### config.mk
export PLATFORM = sky130hd
export DESIGN_NAME = run_ctrl
export DESIGN_NICKNAME = d
export VERILOG_FILES = /design/src/rtl/run_ctrl_pkg.sv /design/src/rtl/sat_accum.sv /design/src/rtl/run_ctrl.sv
export SDC_FILE = /design/constraint.sdc
export NUM_CORES = 1
export LEC_CHECK = 0
export CAP_MARGIN = 20
export CELL_PAD_IN_SITES_DETAIL_PLACEMENT = 1
export CELL_PAD_IN_SITES_GLOBAL_PLACEMENT = 1
export CORE_MARGIN = 2
export CORE_UTILIZATION = 42
export CTS_CLUSTER_DIAMETER = 100
export DETAILED_ROUTE_END_ITERATION = 10
export HOLD_SLACK_MARGIN = 0.05
export PLACE_DENSITY = 0.9
export SLEW_MARGIN = 20
export SYNTH_ARGS = -nofsm -noshare
export SYNTH_HDL_FRONTEND = slang
export SYNTH_SLANG_ARGS = --single-unit
### constraint.sdc
create_clock -name clk -period 5.3 [get_ports clk]
set_input_delay 1.06 -clock clk [delete_from_list [all_inputs] [get_ports clk]]
set_output_delay 1.06 -clock clk [all_outputs]
set_load 0.005 [all_outputs]
### src/rtl/run_ctrl_pkg.sv
// Shared types and constants for the run controller: FSM states, report word
// indices and status-word bit positions.
package run_ctrl_pkg;

    typedef enum logic [2:0] {
        StIdle,
        StRun,
        StDrain,
        StReport,
        StDone
    } state_e;

    localparam int unsigned RPT_W    = 32;
    localparam int unsigned RPT_CYC  = 0;
    localparam int unsigned RPT_INS  = 1;
    localparam int unsigned RPT_STAT = 2;

    localparam int unsigned STAT_HALT = 0;
    localparam int unsigned STAT_TMO  = 1;

endpackage

### src/rtl/sat_accum.sv
// Width-parameterised accumulator with clear, enable and zero-extended addend;
// optionally saturates at all-ones instead of wrapping.
module sat_accum #(
    parameter int unsigned W        = 8,
    parameter int unsigned ADD_W    = 3,
    parameter bit          SATURATE = 1'b1
) (
    input  logic             clk_i,
    input  logic             reset_i,
    input  logic             clr_i,
    input  logic             en_i,
    input  logic [ADD_W-1:0] addend_i,
    output logic [W-1:0]     value_o
);

    logic [W-1:0] value_q, value_d;
    logic [W:0]   sum;

    // Carry into bit W flags overflow; needs W >= ADD_W so one add overflows at most once.
    assign sum = {1'b0, value_q} + (W+1)'(addend_i);

    always_comb begin
        value_d = value_q;
        if (clr_i) begin
            value_d = '0;
        end else if (en_i) begin
            if (SATURATE && sum[W]) begin
                value_d = '1;
            end else begin
                value_d = sum[W-1:0];
            end
        end
    end

    always_ff @(posedge clk_i) begin
        if (reset_i) begin
            value_q <= '0;
        end else begin
            value_q <= value_d;
        end
    end

    assign value_o = value_q;

endmodule

### src/rtl/run_ctrl.sv
// Program-run sequencer: gates the core, counts cycles and retired instructions,
// drains late writebacks after halt and streams a 3-word result record.
module run_ctrl
    import run_ctrl_pkg::*;
#(
    parameter int unsigned CYC_W        = 23,
    parameter int unsigned INS_W        = 32,
    parameter int unsigned MAX_CYCLES   = 100000,
    parameter int unsigned DRAIN_CYCLES = 4
) (
    input  logic             clk,
    input  logic             reset,
    input  logic             start,
    input  logic             isHalt,
    input  logic [2:0]       W_v,
    output logic             run,
    output logic [CYC_W-1:0] cycle,
    output logic             rpt_valid,
    input  logic             rpt_ready,
    output logic [RPT_W-1:0] rpt_data,
    output logic             rpt_last,
    output logic             done,
    output logic             timeout
);

    localparam int unsigned DRN_W = (DRAIN_CYCLES > 1) ? $clog2(DRAIN_CYCLES) : 1;

    state_e           state_q;
    logic [DRN_W-1:0] drain_q;
    logic [1:0]       idx_q;
    logic             run_q, valid_q, last_q, done_q, tmo_q, halted_q;

    logic             cnt_clr, cyc_en, ins_en, wd_hit;
    logic [CYC_W-1:0] cyc_val;
    logic [INS_W-1:0] ins_val;
    logic [RPT_W-1:0] stat_word;

    assign cnt_clr = start && (state_q == StIdle || state_q == StDone);
    assign cyc_en  = (state_q == StRun);
    assign ins_en  = (state_q == StRun) || (state_q == StDrain);
    assign wd_hit  = (cyc_val + CYC_W'(1)) == CYC_W'(MAX_CYCLES);

    sat_accum #(
        .W        (CYC_W),
        .ADD_W    (3),
        .SATURATE (1'b0)
    ) u_cyc_cnt (
        .clk_i    (clk),
        .reset_i  (reset),
        .clr_i    (cnt_clr),
        .en_i     (cyc_en),
        .addend_i (3'd1),
        .value_o  (cyc_val)
    );

    sat_accum #(
        .W        (INS_W),
        .ADD_W    (3),
        .SATURATE (1'b1)
    ) u_ins_cnt (
        .clk_i    (clk),
        .reset_i  (reset),
        .clr_i    (cnt_clr),
        .en_i     (ins_en),
        .addend_i (W_v),
        .value_o  (ins_val)
    );

    always_ff @(posedge clk) begin
        if (reset) begin
            state_q  <= StIdle;
            drain_q  <= '0;
            idx_q    <= '0;
            run_q    <= 1'b0;
            valid_q  <= 1'b0;
            last_q   <= 1'b0;
            done_q   <= 1'b0;
            tmo_q    <= 1'b0;
            halted_q <= 1'b0;
        end else begin
            case (state_q)
                StIdle, StDone: begin
                    if (start) begin
                        state_q  <= StRun;
                        run_q    <= 1'b1;
                        done_q   <= 1'b0;
                        tmo_q    <= 1'b0;
                        halted_q <= 1'b0;
                    end
                end
                StRun: begin
                    // Halt takes priority over a watchdog hit on the same cycle.
                    if (isHalt) begin
                        state_q  <= StDrain;
                        run_q    <= 1'b0;
                        halted_q <= 1'b1;
                        drain_q  <= '0;
                    end else if (wd_hit) begin
                        state_q <= StReport;
                        run_q   <= 1'b0;
                        tmo_q   <= 1'b1;
                        valid_q <= 1'b1;
                        idx_q   <= '0;
                        last_q  <= 1'b0;
                    end
                end
                StDrain: begin
                    if (drain_q == DRN_W'(DRAIN_CYCLES - 1)) begin
                        state_q <= StReport;
                        valid_q <= 1'b1;
                        idx_q   <= '0;
                        last_q  <= 1'b0;
                    end else begin
                        drain_q <= drain_q + DRN_W'(1);
                    end
                end
                StReport: begin
                    if (rpt_ready) begin
                        if (idx_q == 2'(RPT_STAT)) begin
                            state_q <= StDone;
                            valid_q <= 1'b0;
                            last_q  <= 1'b0;
                            done_q  <= 1'b1;
                        end else begin
                            idx_q  <= idx_q + 2'd1;
                            last_q <= (idx_q == 2'(RPT_INS));
                        end
                    end
                end
                default: state_q <= StIdle;
            endcase
        end
    end

    always_comb begin
        stat_word            = '0;
        stat_word[STAT_HALT] = halted_q;
        stat_word[STAT_TMO]  = tmo_q;
    end

    // Counters are frozen in REPORT, so the word mux is stable while stalled.
    always_comb begin
        rpt_data = '0;
        if (valid_q) begin
            case (idx_q)
                2'(RPT_CYC): rpt_data = RPT_W'(cyc_val);
                2'(RPT_INS): rpt_data = RPT_W'(ins_val);
                default:     rpt_data = stat_word;
            endcase
        end
    end

    assign run       = run_q;
    assign cycle     = cyc_val;
    assign rpt_valid = valid_q;
    assign rpt_last  = last_q;
    assign done      = done_q;
    assign timeout   = tmo_q;

endmodule

==> flow_summary_export.csv, run 1 <==
group,metric,value,unit
run_status,outcome,"complete, no violations",
timing,worstMarginPinSlew,1.08,ns
timing,finalWorstSetupSlack,1.15,ns
cts,insertion_delay,0.36,ns
cts,clock-sinks,68,
cts,cts_setup_buffers,0,
place,pre_cts_slack,0.933,ns
worst_setup_path,end_kind,"flip-flop",
yosys,synthesis.nets,502,
worst_setup_path,crit_family,"simple AND/OR/NAND/NOR gates",
global_routing,antenna_found_initial,0,
worst_setup_path,cp_max_fo,25,
yosys,synth.distinct_cells,57,
pwr,p_leak,1.56,nW
route,wl_per_cell,19.1,um
yosys,avgSynthCellArea,7.96,um2
floorplan,die-area,9980,um2
timing,final_max_slew_viol_count,0,
place,port_buffers,67,
yosys,synth_warnings,0,
finish,layout-drive-gt1-share,5.74,%
route,antenna_left,0,
route,num_vias,3874,
timing,min_period_over_period,78.4,%
worst_setup_path,worstPathRequired,5.57,ns
floorplan,fp-row-count,34,
worst_setup_path,crit_chain,"clkdlybuf4s50_1 > ha_1 > inv_1 > fa_1 > nor2b_1 > o2111ai_1 > nor3_1 > and2_1 > nand2b_1 > or2_2 > a21oi_1",
finish,design_area,4760,um2
pwr,ir_worst_vdd,0.172,mV
place,post_dp_cell_area,4560,um2
worst_hold_path,hp-start,"rpt_last",
worst_hold_path,hold_path.class,"reg -> reg",
yosys,syn_inst,485,
worst_setup_path,crit_type,"in -> reg",
worst_setup_path,critPathSlowestCell,"nor3_1",
worst_setup_path,r2r-start,"u_ins_cnt.value_o[0]",
cts,clockBufferDepth,2,
cts,clockRootBuffer,"clkbuf_8",
pwr,powerDensity,260,nW/um2
timing,rsz0062_at_grt,"no",
floorplan,fp.dieW,99.9,um
route,drt_pass1_iterations,4,
route,avgViaCountPerCell,5.98,
yosys,netlist_area,3860,um2
global_routing,grt_pass1_wl,20500,um
global_routing,grt_remaining_overflow,0,
route,first_iter_violations,178,
floorplan,initial_core_util,43.8,%
place,place_congestion,0.856,
route,finalWirelength,12400,um
yosys,synth_ff_type,"dfxtp_1",
worst_setup_path,start_kind,"input port",
timing,fmax,241,MHz
floorplan,core_area,8810,um2
floorplan,io_pins,68,
timing,period_needed,4.15,ns
yosys,ys_async_sr_fraction,0,%
cts,cts_buffers,9,
timing,setup_tns,0,ns
global_routing,grtUsageTotal,25.7,%
cts,htree_levels,3,
floorplan,die_y,99.9,um
flow_run,maxCapViolations,0,
finish,area_delta_synth_final,23.3,%
yosys,ys_seq_area_share,35.3,%
global_routing,grt_max_degree,56,
finish,diodes,0,
cts,ctsHoldBuffers,0,
worst_setup_path,critPathArrivalTime,4.42,ns
finish,nets,552,
finish,fin_cells,648,
worst_setup_path,crit_buf_inv,2,
worst_setup_path,slowest_delay,0.58,ns
cts,clk_pin_slew,0.08,ns
yosys,synth-seq-cells,68,
global_routing,grt_pass1_vias,4011,
timing,maxSlewHeadroom,28.0,%
cts,ctsResizeCount,0,
place,dp.cells,632,
finish,final_cell_mix,"68 x dfxtp_1, 67 x clkdlybuf4s50_1, 61 x nor2_1",
place,hpwl,8630,um
worst_setup_path,crit_start,"W_v[0]",
finish,nFillCells,1054,
route,drc,0,
finish,layout_commonest_cell,"dfxtp_1",
cts,cts_tree,"yes",
yosys,synth_edf_count,0,
timing,fin_skew,0.00625,ns
timing,hold_viol_final,0,
timing,finalSetupViolations,0,
==> power by group <==
part	switching, mW	total [mW]	internal, mW
registers	0.0426	0.575	0.533
logic	0.129	0.207	0.0783
clock network	0.225	0.454	0.229
==> routing by layer <==
metal  vias up  track usage (%)  share of wire (%)
met2       113             44.3                 50
met5         -                0                  0
met4         0             12.2                3.2
met1      1923             31.9                 43
li1       1805                -                  -
met3        33             3.34                4.0
==> cell usage after synthesis (3+ instances only) <==
cell type  count  area [um2]
a22o_1        21         184
inv_1         14        52.6
o31a_1         3        26.3
a21oi_1       40         200
xor2_1        27         236
or2_2          4        25.0
and3_1        14        87.6
buf_1          4        15.0
nor4_1         7        43.8
clkbuf_1      21        78.8
or3_1          5        31.3
nand4_1       14        87.6
o21ai_0        9        45.0
nor2_1        61         229
nor3_1        17        85.1
xnor2_1       26         228
dfxtp_1       68        1360
ha_1           8         100
nor2b_1        3        18.8
mux2i_1        3        30.0
nand2_1       43         161
and2_1         5        31.3
a22oi_1        3        22.5
nand3_1       23         115
==> through the flow <==
step	util (%)	power (mW)	hold slack (ns)
global placement	51.8	0.777	0.468
CTS	54.0	1.24	0.486
floorplan	-	0.725	0.465
detailed placement	51.8	0.788	0.473
finish	54.0	1.24	0.483
global route	54.0	1.29	0.509
==> tightest hold or removal path: cells and delay by family, from the launching register on <==
kind | cells | cell delay [ns]
DFF | 1 | 0.31
AOI/OAI and AO/OA | 2 | 0.13
==> logic make-up after synthesis <==
kind of cell	count (synthesis)	share of synthesized area, %
and+or+nand+nor	214	27.8
AOI/OAI and AO/OA	94	16.4
DFF	68	35.3
xor gates and xnor gates	53	12.0
buffers and inverters	43	4.37
adders and majority gates	9	3.11
muxes	4	1.07
==> registers in the layout (all words and copies together) (netlist names) <==
name	cells
state_q	3
run	1
u_ins_cnt.value_o	32
rpt_valid	1
drain_q	2
halted_q	1
idx_q	2
rpt_last	1
timeout	1
done	1
u_cyc_cnt.value_o	23
==> area by class of cell <==
type	count	area, um2	share of cell area [%]
multi-input combinational	374	2330	49.0
sequential	68	1360	28.6
tap	108	135	2.84
timing repair buffer	68	678	14.2
inverter	14	52.6	1.10
clock buffer	10	138	2.89
clock inverter	6	63.8	1.34
==> final timing paths <==
| check | endpoint | slack, ns | cells past startpoint |
|---|---|---|---|
| max reg2reg | u_ins_cnt.value_o[4] | 1.91 | 10 |
| min reg2reg | rpt_last | 0.48 | 2 |
| max | u_ins_cnt.value_o[4] | 1.15 | 11 |
| min | rpt_last | 0.48 | 2 |
(Power assumes the default switching activity.)
==> run 2: changes to the inputs <==
--- a/config.mk
+++ b/config.mk
@@ -9,11 +9,11 @@
 export CELL_PAD_IN_SITES_DETAIL_PLACEMENT = 1
 export CELL_PAD_IN_SITES_GLOBAL_PLACEMENT = 1
 export CORE_MARGIN = 2
-export CORE_UTILIZATION = 42
+export CORE_UTILIZATION = 39
 export CTS_CLUSTER_DIAMETER = 100
 export DETAILED_ROUTE_END_ITERATION = 10
 export HOLD_SLACK_MARGIN = 0.05
-export PLACE_DENSITY = 0.9
+export PLACE_DENSITY = 0.85
 export SLEW_MARGIN = 20
 export SYNTH_ARGS = -nofsm -noshare
 export SYNTH_HDL_FRONTEND = slang
==> constraint.sdc (replaced) <==
create_clock -name clk -period 4.3 [get_ports clk]
set_input_delay 0.86 -clock clk [delete_from_list [all_inputs] [get_ports clk]]
set_output_delay 0.86 -clock clk [all_outputs]
set_load 0.005 [all_outputs]
==> run 2 against run 1 <==
- sequential share of layout area shrank 0.33 points
- hold slack lost 0.0025 ns
- worst setup slack lost 0.43 ns
- design area grew 1.2%
- highest routed layer unchanged
- largest cell class unchanged
- register-to-register slack lost 0.95 ns
==> flow_summary_export.csv, run 2 (synthesized netlist as in run 1, its figures left out) <==
group,metric,value,unit
run_status,outcome,"complete, no violations",
worst_setup_path,start_kind,"flip-flop",
pwr,powerDensity,322,nW/um2
route,first_iter_violations,119,
pwr,p_leak,1.58,nW
route,finalWirelength,11900,um
floorplan,core_area,9680,um2
global_routing,grtUsageTotal,22.1,%
cts,cts_setup_buffers,0,
floorplan,die_y,104,um
route,drc,0,
timing,min_period_over_period,83.4,%
worst_setup_path,cp_max_fo,21,
cts,clockBufferDepth,2,
route,drt_pass1_iterations,4,
finish,layout-drive-gt1-share,5.91,%
cts,insertion_delay,0.35,ns
timing,rsz0062_at_grt,"no",
place,port_buffers,67,
worst_hold_path,hold_path.class,"reg -> reg",
place,dp.cells,658,
timing,fmax,279,MHz
worst_setup_path,end_kind,"primary output",
pwr,ir_worst_vdd,0.211,mV
floorplan,io_pins,68,
worst_setup_path,crit_type,"reg -> out",
finish,final_cell_mix,"68 x dfxtp_1, 67 x clkdlybuf4s50_1, 61 x nor2_1",
floorplan,fp.dieW,104,um
timing,fin_skew,0.00721,ns
route,avgViaCountPerCell,5.64,
finish,nets,553,
timing,maxSlewHeadroom,31.3,%
timing,worstMarginPinSlew,1.02,ns
floorplan,fp-row-count,36,
cts,clk_pin_slew,0.07,ns
finish,layout_commonest_cell,"dfxtp_1",
cts,ctsResizeCount,0,
place,place_congestion,0.854,
global_routing,grt_remaining_overflow,0,
finish,diodes,0,
floorplan,die-area,10700,um2
cts,cts_buffers,9,
route,num_vias,3804,
finish,area_delta_synth_final,24.7,%
flow_run,maxCapViolations,0,
timing,setup_tns,0,ns
floorplan,initial_core_util,39.9,%
timing,period_needed,3.59,ns
route,wl_per_cell,17.6,um
route,antenna_left,0,
global_routing,antenna_found_initial,0,
finish,nFillCells,1187,
timing,final_max_slew_viol_count,0,
timing,hold_viol_final,0,
cts,htree_levels,3,
cts,ctsHoldBuffers,0,
cts,clockRootBuffer,"clkbuf_8",
timing,finalSetupViolations,0,
place,hpwl,8600,um
finish,fin_cells,674,
worst_setup_path,critPathArrivalTime,2.73,ns
cts,clock-sinks,68,
finish,largest_reg_flops,32,
cts,cts_tree,"yes",
worst_setup_path,worstPathRequired,3.44,ns
global_routing,grt_pass1_wl,19700,um
global_routing,grt_pass1_vias,3954,
global_routing,grt_max_degree,56,
run 2: changes by cell type in the layout (fill, tap and decap cells not counted), sizes merged:
| cell | change |
|---|---|
| clkbuf | -1 |
| clkinv | +1 |
| clkinvlp | -1 |
| bufinv | +1 |
| buf | +1 |
run 2: report_power, final:
part	switching, mW	internal (mW)
Combinational	0.155	0.0954
Clock	0.264	0.324
Sequential	0.0536	0.656
run 2: worst max-delay path: stages (launching register included):
cell and delay [ns]:
dfxtp_1 0.32, inv_1 0.09, ha_1 0.44, and2_1 0.69, a22o_1 0.31, clkdlybuf4s50_1 0.52
run 2: layout make-up:
class	instances	area (um2)	share of cell area, %
multi-input cells	374	2330	48.5
clock buffers	9	124	2.57
well taps	133	166	3.46
clock inverters	7	91.3	1.90
inverters	14	52.6	1.09
repair buffers	69	686	14.2
flip-flops and latches	68	1360	28.3
run 2: path summary, 6_finish.rpt:
kind | startpoint | to | slack, ns | cells after the start
setup / recovery | idx_q[1] | rpt_data[7] | 0.71 | 5
hold / removal | rpt_last | rpt_last | 0.48 | 2
setup reg to reg | u_cyc_cnt.value_o[0] | idx_q[0] | 0.96 | 9
hold reg to reg | rpt_last | rpt_last | 0.48 | 2
run 2: metal layers:
| layer | GRT usage (%) | wire length [um] |
|---|---|---|
| met5 | 0 | 0 |
| met4 | 6.76 | 253 |
| met3 | 4.85 | 436 |
| met2 | 39.1 | 5900 |
| met1 | 26.8 | 5290 |
run 2: metrics by stage:
| step | setup slack [ns] | util (%) | hold slack, ns | power, mW | cell area [um2] |
|---|---|---|---|---|---|
| detailed placement | 0.478 | 47.5 | 0.477 | 0.968 | 4600 |
| CTS | 0.690 | 49.7 | 0.488 | 1.55 | 4810 |
| global placement | 0.594 | 47.5 | 0.467 | 0.956 | 4600 |
| global route | 0.527 | 49.7 | 0.535 | 1.62 | 4810 |
| finish | 0.713 | 49.7 | 0.481 | 1.55 | 4810 |
| floorplan | 0.940 | - | 0.465 | 0.894 | 3860 |
==> run 3: changes to the inputs <==
--- a/config.mk
+++ b/config.mk
@@ -9,11 +9,11 @@
 export CELL_PAD_IN_SITES_DETAIL_PLACEMENT = 1
 export CELL_PAD_IN_SITES_GLOBAL_PLACEMENT = 1
 export CORE_MARGIN = 2
-export CORE_UTILIZATION = 39
+export CORE_UTILIZATION = 35
 export CTS_CLUSTER_DIAMETER = 100
 export DETAILED_ROUTE_END_ITERATION = 10
 export HOLD_SLACK_MARGIN = 0.05
-export PLACE_DENSITY = 0.85
+export PLACE_DENSITY = 0.81
 export SLEW_MARGIN = 20
 export SYNTH_ARGS = -nofsm -noshare
 export SYNTH_HDL_FRONTEND = slang
==> constraint.sdc (replaced) <==
create_clock -name clk -period 3.1 [get_ports clk]
set_input_delay 0.62 -clock clk [delete_from_list [all_inputs] [get_ports clk]]
set_output_delay 0.62 -clock clk [all_outputs]
set_load 0.005 [all_outputs]
==> run 3 against run 2 <==
- clock skew is 0.0035 ns higher
- register-to-register slack worse by 0.82 ns
- cell count is 5.6% higher
- hold slack better by 0.0039 ns
- design area increased by 5.2%
- combinational power up 67%
- clock power increased by 44%
- core utilization is 2.8 points lower
- non-clock buffer count grew 31
- worst setup slack worse by 0.57 ns
- largest cell class unchanged
==> flow_summary_export.csv, run 3 (synthesized netlist as in run 1, its figures left out) <==
group,metric,value,unit
run_status,outcome,"complete, no violations",
route,drt_pass1_iterations,4,
timing,setup_tns,0,ns
worst_setup_path,crit_chain,"nand3_2 > or4_4 > or3_4 > nand4bb_1 > a2111o_1 > o21a_1 > a311oi_2 > o31ai_1",
worst_setup_path,end_kind,"flip-flop",
timing,worstMarginPinSlew,0.521,ns
floorplan,die_y,109,um
timing,rsz0062_at_grt,"no",
place,port_buffers,67,
timing,finalWorstSetupSlack,0.138,ns
timing,final_max_slew_viol_count,0,
worst_setup_path,slowest_delay,0.57,ns
timing,maxSlewHeadroom,64.9,%
finish,design_area,5070,um2
finish,diodes,0,
place,hpwl,9330,um
timing,fin_skew,0.0107,ns
finish,layout-drive-gt1-share,11.2,%
place,dp.cells,696,
worst_hold_path,hold_path.class,"reg -> reg",
global_routing,grt_pass1_vias,4021,
timing,period_needed,2.96,ns
pwr,powerDensity,437,nW/um2
finish,fin_cells,712,
route,first_iter_violations,215,
cts,htree_levels,3,
route,antenna_left,0,
global_routing,antenna_found_initial,0,
global_routing,grt_remaining_overflow,0,
place,post_dp_cell_area,4840,um2
cts,clockBufferDepth,2,
cts,cts_setup_buffers,0,
cts,insertion_delay,0.36,ns
flow_run,maxCapViolations,0,
worst_setup_path,critPathSlowestCell,"or4_4",
pwr,ir_worst_vdd,0.187,mV
cts,ctsResizeCount,0,
timing,finalSetupViolations,0,
finish,final_util,47.0,%
floorplan,fp.dieW,109,um
floorplan,die-area,11900,um2
route,num_vias,3844,
finish,final_cell_mix,"68 x dfxtp_1, 67 x clkdlybuf4s50_1, 61 x nor2_1",
timing,hold_viol_final,0,
finish,nets,584,
floorplan,initial_core_util,35.8,%
pwr,p_total,2.22,mW
worst_setup_path,cp_max_fo,5,
worst_setup_path,critPathArrivalTime,3.20,ns
global_routing,grt_pass1_wl,20500,um
cts,cts_buffers,9,
route,wl_per_cell,17.5,um
finish,area_delta_synth_final,31.2,%
route,finalWirelength,12400,um
worst_setup_path,start_kind,"flip-flop",
global_routing,grtUsageTotal,22.2,%
finish,layout_commonest_cell,"dfxtp_1",
cts,cts_tree,"yes",
global_routing,grt_max_degree,26,
route,drc,0,
cts,clockRootBuffer,"clkbuf_8",
timing,min_period_over_period,95.5,%
worst_setup_path,crit_type,"reg -> reg",
timing,fmax,338,MHz
place,pre_cts_slack,-0.166,ns
floorplan,core_area,10800,um2
place,place_congestion,0.778,
pwr,p_leak,1.73,nW
worst_setup_path,worstPathRequired,3.33,ns
floorplan,io_pins,68,
timing,fin_hold_ws,0.485,ns
cts,ctsHoldBuffers,0,
route,avgViaCountPerCell,5.40,
cts,clk_pin_slew,0.08,ns
finish,largest_reg_flops,32,
cts,clock-sinks,68,
floorplan,fp-row-count,38,
run 3: cell count changes in the layout (fill, tap and decap cells not counted):
cell        previous run  this run
buf_4                  2        33
clkinv_2               3         0
clkinvlp_4             1         3
inv_6                  0         1
nor3_1                17        16
nor3_2                 0         1
or2_2                  3         4
or2_4                  1         0
run 3: final timing paths:
path / to / from / slack [ns] / cells after the start
setup / recovery: idx_q[1] / u_cyc_cnt.value_o[8] / 0.14 / 8
hold / removal: rpt_last / rpt_last / 0.48 / 2
setup reg to reg: idx_q[1] / u_cyc_cnt.value_o[8] / 0.14 / 8
hold reg to reg: rpt_last / rpt_last / 0.48 / 2
run 3: area by class of cell:
cell class | instances | area (um2)
tap | 140 | 175
clock inverter | 7 | 100
inverter | 14 | 52.6
multi-input combinational | 374 | 2340
sequential | 68 | 1360
timing repair buffer | 100 | 918
fill | 1291 | 5730
clock buffer | 9 | 124
run 3: routing by layer:
| metal | global-route usage, % | vias to the layer above | part of all wire, % |
|---|---|---|---|
| li1 | - | 1872 | - |
| met1 | 26.9 | 1909 | 44 |
| met2 | 39.7 | 51 | 53 |
| met3 | 3.65 | 12 | 2.1 |
| met4 | 6.87 | 0 | 1.4 |
| met5 | 0 | - | 0 |
run 3: where the power goes:
part | internal (mW) | switching (mW) | total [mW]
Combinational | 0.160 | 0.258 | 0.418
Sequential | 0.911 | 0.0439 | 0.955
Clock | 0.457 | 0.388 | 0.844
Total | 1.53 | 0.689 | 2.22
run 3: worst max-delay path, delay by kind of cell, from the launching register on:
kind            cells  cell delay [ns]
simple gates        4             1.32
compound gates      4             1.14
flops               1             0.36
